File: src/rtl/demux_pkg.sv
// Shared types and constants for the lane-collect demux: state encoding,
// default geometry and lane slice placement.
package demux_pkg;

    localparam int NR_LANE  = 4;
    localparam int LANE_LEN = 2;
    localparam int KEY_W    = $clog2(NR_LANE);
    localparam int DATA_W   = NR_LANE * LANE_LEN;

    typedef enum logic [1:0] {
        IDLE = 2'd0,
        FILL = 2'd1,
        FULL = 2'd2
    } state_e;

    // Lane k occupies out_data[lane_lo(k)+len-1 : lane_lo(k)].
    function automatic int lane_lo(input int lane, input int len);
        return lane * len;
    endfunction

endpackage

File: src/rtl/dec24.sv
// One-hot lane decoder with enable; drives both data-write and mask-set strobes.
module dec24 #(
    parameter int N  = demux_pkg::NR_LANE,
    localparam int KW = $clog2(N)
) (
    input  logic          en_i,
    input  logic [KW-1:0] sel_i,
    output logic [N-1:0]  oh_o
);

    always_comb begin
        oh_o = '0;
        if (en_i) oh_o[sel_i] = 1'b1;
    end

endmodule

File: src/rtl/demux24_collect.sv
// Collects keyed lane writes into one frame; delivers it once every lane
// has been written, then starts a fresh frame.
module demux24_collect #(
    parameter int  NR_LANE  = demux_pkg::NR_LANE,
    parameter int  LANE_LEN = demux_pkg::LANE_LEN,
    localparam int KW       = $clog2(NR_LANE),
    localparam int DW       = NR_LANE * LANE_LEN
) (
    input  logic                clk,
    input  logic                rst_n,
    input  logic                in_valid,
    output logic                in_ready,
    input  logic [KW-1:0]       in_key,
    input  logic [LANE_LEN-1:0] in_data,
    input  logic                clr,
    output logic                out_valid,
    input  logic                out_ready,
    output logic [DW-1:0]       out_data,
    output logic                dup_err,
    output logic [7:0]          frame_cnt
);
    import demux_pkg::*;

    state_e              state_q, state_d;
    logic [NR_LANE-1:0]  mask_q, mask_d, lane_oh;
    logic [DW-1:0]       data_q, data_d;
    logic [7:0]          cnt_q, cnt_d;
    logic                dup_q, dup_d;
    logic                rdy_q;
    logic                acc, wr_en;

    // rdy_q keeps in_ready low while in reset and releases it one edge later.
    assign in_ready  = rdy_q && (state_q != FULL);
    assign acc       = in_valid && in_ready;
    assign wr_en     = acc && !clr;
    assign out_valid = (state_q == FULL);
    assign out_data  = data_q;
    assign dup_err   = dup_q;
    assign frame_cnt = cnt_q;

    dec24 #(.N(NR_LANE)) u_dec (
        .en_i (wr_en),
        .sel_i(in_key),
        .oh_o (lane_oh)
    );

    always_comb begin
        state_d = state_q;
        mask_d  = mask_q;
        data_d  = data_q;
        cnt_d   = cnt_q;
        dup_d   = 1'b0;
        case (state_q)
            FULL: begin
                if (out_ready) begin
                    state_d = IDLE;
                    mask_d  = '0;
                    data_d  = '0;
                    cnt_d   = cnt_q + 8'd1;
                end
            end
            default: begin
                if (clr) begin
                    state_d = IDLE;
                    mask_d  = '0;
                    data_d  = '0;
                end else if (wr_en) begin
                    mask_d = mask_q | lane_oh;
                    dup_d  = |(mask_q & lane_oh);
                    for (int i = 0; i < NR_LANE; i++)
                        if (lane_oh[i]) data_d[lane_lo(i, LANE_LEN) +: LANE_LEN] = in_data;
                    // A rewrite never sets a new bit, so it can never complete the mask.
                    state_d = (&mask_d) ? FULL : FILL;
                end
            end
        endcase
    end

    always_ff @(posedge clk or negedge rst_n) begin
        if (!rst_n) begin
            state_q <= IDLE;
            mask_q  <= '0;
            data_q  <= '0;
            cnt_q   <= '0;
            dup_q   <= 1'b0;
            rdy_q   <= 1'b0;
        end else begin
            state_q <= state_d;
            mask_q  <= mask_d;
            data_q  <= data_d;
            cnt_q   <= cnt_d;
            dup_q   <= dup_d;
            rdy_q   <= 1'b1;
        end
    end

endmodule

File: config.mk
export PLATFORM = sky130hd
export DESIGN_NAME = demux24_collect
export DESIGN_NICKNAME = d
export VERILOG_FILES = /design/src/rtl/demux_pkg.sv /design/src/rtl/dec24.sv /design/src/rtl/demux24_collect.sv
export SDC_FILE = /design/constraint.sdc
export NUM_CORES = 1
export LEC_CHECK = 0
export ABC_AREA = 0
export CAP_MARGIN = 20
export CORE_UTILIZATION = 30
export CTS_CLUSTER_SIZE = 14
export DETAILED_ROUTE_END_ITERATION = 12
export PLACE_DENSITY = 0.58
export SLEW_MARGIN = 20
export SYNTH_ARGS = -nofsm -noshare
export SYNTH_HDL_FRONTEND = slang
export SYNTH_HIERARCHICAL = 1
export SYNTH_SLANG_ARGS = --single-unit
File: constraint.sdc
create_clock -name clk -period 2.2 [get_ports clk]
set_input_delay 0.44 -clock clk [delete_from_list [all_inputs] [get_ports clk]]
set_output_delay 0.44 -clock clk [all_outputs]
set_load 0.005 [all_outputs]
==> impl_metrics.tcl <==
set metrics [dict create \
    grt_max_degree 25 \
    clk_latency_ps 260 \
    syn_area_um2 1155 \
    fin_crit_ps 2070 \
    synth_top_family_by_area "simple AND/OR/NAND/NOR gates" \
    numPortBuffers 27 \
    htreeDepth 1 \
    layout-drive-gt1-share_pct 10.79 \
    maxCapViolCount 0 \
    drt_iter0_markers 45 \
    max_freq_ghz 0.4831 \
    final_util_pct 41.79 \
    synth_cell_type_count 33 \
    syn_nets 118 \
    routed_wl_um 2379 \
    mostFrequentLayoutCell "clkdlybuf4s50_1" \
    postSynthCellCount 108 \
    vias 922 \
    routabilityCongestion 0.9151 \
    n_antenna_cell 0 \
    crit_path_end_kind "primary output" \
    grt_pass1_wl_um 4153 \
    cts_sinks 24 \
    final.fill_count 383 \
    skew_ps 5.150 \
    critPathMaxFanout 10 \
    cp_top_family "simple AND/OR/NAND/NOR gates" \
    clockBufferDepth 2 \
    antenna_found_initial 0 \
    synthMuxAreaShare_pct 0.9751 \
    grt_setup_unrepaired "false" \
    ys_seq_area_share_pct 52.00 \
    num_io_pins 28 \
    start_util_pct 31.31 \
    num-nets-final 150 \
    hold_path_class "register to register" \
    die_h_um 64.05 \
    status "completed" \
    wl_per_cell_um 12.72 \
    synth_adder_area_share_pct 1.083 \
    viasPerCell 4.930 \
    numCtsBuffers 3 \
    setup_viol 0 \
    path_cells "nand2b_2, and2_1, clkdlybuf4s50_1" \
    placementRows 22 \
    yosysWarnings 6 \
    arrival_ps 1630 \
    drc 0 \
    fin_crit_sh_pct 94.09 \
    max_stage_delay_ps 440 \
    vdd_drop_max_uv 228.6 \
    leakage_nw 0.6486 \
    criticalPathCategory "register to primary output" \
    cts_tree "done" \
    dp_hpwl_um 1819 \
    grt_pass1_vias 922 \
    cp_slowest_cell "clkdlybuf4s50_1" \
    die_width_um 64.05 \
    synth-compound-area-share_pct 15.82 \
    dr.pass1.iters 4 \
    finalNonFillerCells 187 \
    root_buffer "clkbuf_8" \
    finalMaxSlewViolations 0 \
    overflow 0 \
    track_usage_pct 13.05 \
    placed_cells 183 \
    synth_area_per_cell_um2 10.69 \
    final_cell_mix "27 x clkdlybuf4s50_1, 24 x dfrtp_1, 15 x inv_1" \
    power_density_nw_per_um2 534.1 \
    hold_viol 0 \
    crit_buf_inv 1 \
    coreArea_um2 3689 \
    antenna_left 0 \
    ys_seq_elements 24 \
    yosys.area_share.simple_pct 16.14 \
    die_area_um2 4102 \
    cp-start-kind "register" \
    critical_path_required_ps 1760 \
    clk_pin_slew_ps 90 \
    area_growth_syn_to_layout_pct 33.48 \
    yosys.area_share.xor_xnor_pct 5.309 \
]
metrics by stage:
step	worst slack, ps	TNS [ps]	area (um2)	power, mW	hold slack (ps)
2_1_floorplan	523.0	0	1155	0.4914	144.4
3_3_place_gp	34.80	0	1484	0.5346	457.1
3_5_place_dp	-25.19	-41.92	1484	0.5364	458.5
4_1_cts	110.2	0	1541	0.8315	474.0
5_1_grt	55.17	0	1541	0.8589	483.5
6_report	130.0	0	1541	0.8232	470.6
logic make-up after synthesis:
kind of cell             count (synthesis)
other                                    1
flip-flops                              24
adder cells (fa/ha/maj)                  1
buffers and inverters                   20
multiplexers                             1
AO/OA/AOI/OAI                           22
XOR/XNOR                                 7
AND/OR/NAND/NOR                         32
worst paths after layout:
check / endpoint / slack, ps / startpoint / cells after the start
worst max-delay path: in_ready / 130 / state_q[0] / 3
worst min-delay path: frame_cnt[7] / 470 / frame_cnt[7] / 1
max in group asynchronous: frame_cnt[0] / 1430 / rst_n / 2
min in group asynchronous: out_data[0] / 530 / rst_n / 2
worst min register to register: frame_cnt[7] / 470 / frame_cnt[7] / 1
worst max register to register: out_data[0] / 400 / state_q[0] / 7
state kept, by name, summed over array words and instances (netlist names):
name and flops:
out_data 8, rdy_q 1, mask_q 4, dup_err 1, frame_cnt 8, state_q 2
per-layer routing:
layer | share of wire (%) | vias up | wire, um | GRT usage, %
met2 | 47 | 27 | 1116 | 20.21
met3 | 5.2 | 2 | 123 | 2.857
li1 | - | 452 | - | -
met4 | 0.46 | 0 | 11 | 4.830
met5 | 0 | - | 0 | 0
met1 | 47 | 441 | 1128 | 17.69
cell type report:
type / count / area [um2] / area share (%)
sequential: 24 / 600.6 / 38.96
timing repair buffer: 31 / 300.3 / 19.48
tap: 48 / 60.06 / 3.896
clock buffer: 4 / 55.05 / 3.571
multi-input combinational: 64 / 460.4 / 29.87
inverter: 16 / 65.06 / 4.221
synth_stat cells:
cell type	instances	area (um2)
dfrtp_1	24	600.6
inv_1	15	56.30
o32ai_1	9	78.83
nor2_1	6	22.52
nor3_1	6	30.03
a41oi_1	4	35.03
nand3_1	4	20.02
xor2_1	4	35.03
nand2_1	3	11.26
nand4_1	3	18.77
xnor2_1	3	26.28
a21oi_1	2	10.01
a22oi_1	2	15.01
and3b_1	2	17.52
buf_6	2	22.52
o22ai_1	2	12.51
a31oi_1	1	6.260
and2_1	1	6.260
and3_1	1	6.260
and3_2	1	7.510
and4b_1	1	10.01
clkbuf_1	1	3.750
clkbuf_2	1	5.000
clkinv_4	1	8.760
conb_1	1	3.750
ha_1	1	12.51
mux2_2	1	11.26
nand2b_1	1	6.260
nand3b_2	1	11.26
nor2b_1	1	6.260
nor3b_2	1	12.51
o2111ai_1	1	8.760
o21ai_4	1	16.27
report_power, final:
part | total (mW) | internal [mW] | switching [mW]
registers | 0.457 | 0.447 | 0.00980
clock network | 0.296 | 0.159 | 0.137
logic | 0.0699 | 0.0370 | 0.0328
timing repair:
action | in CTS | in global routing
resized for setup | 1 | 0
setup buffers | 0 | 0
hold buffers | 0 | 0
endpoints found under the setup margin | 1 | 0
Note: power is estimated with default switching activity, not from simulation.
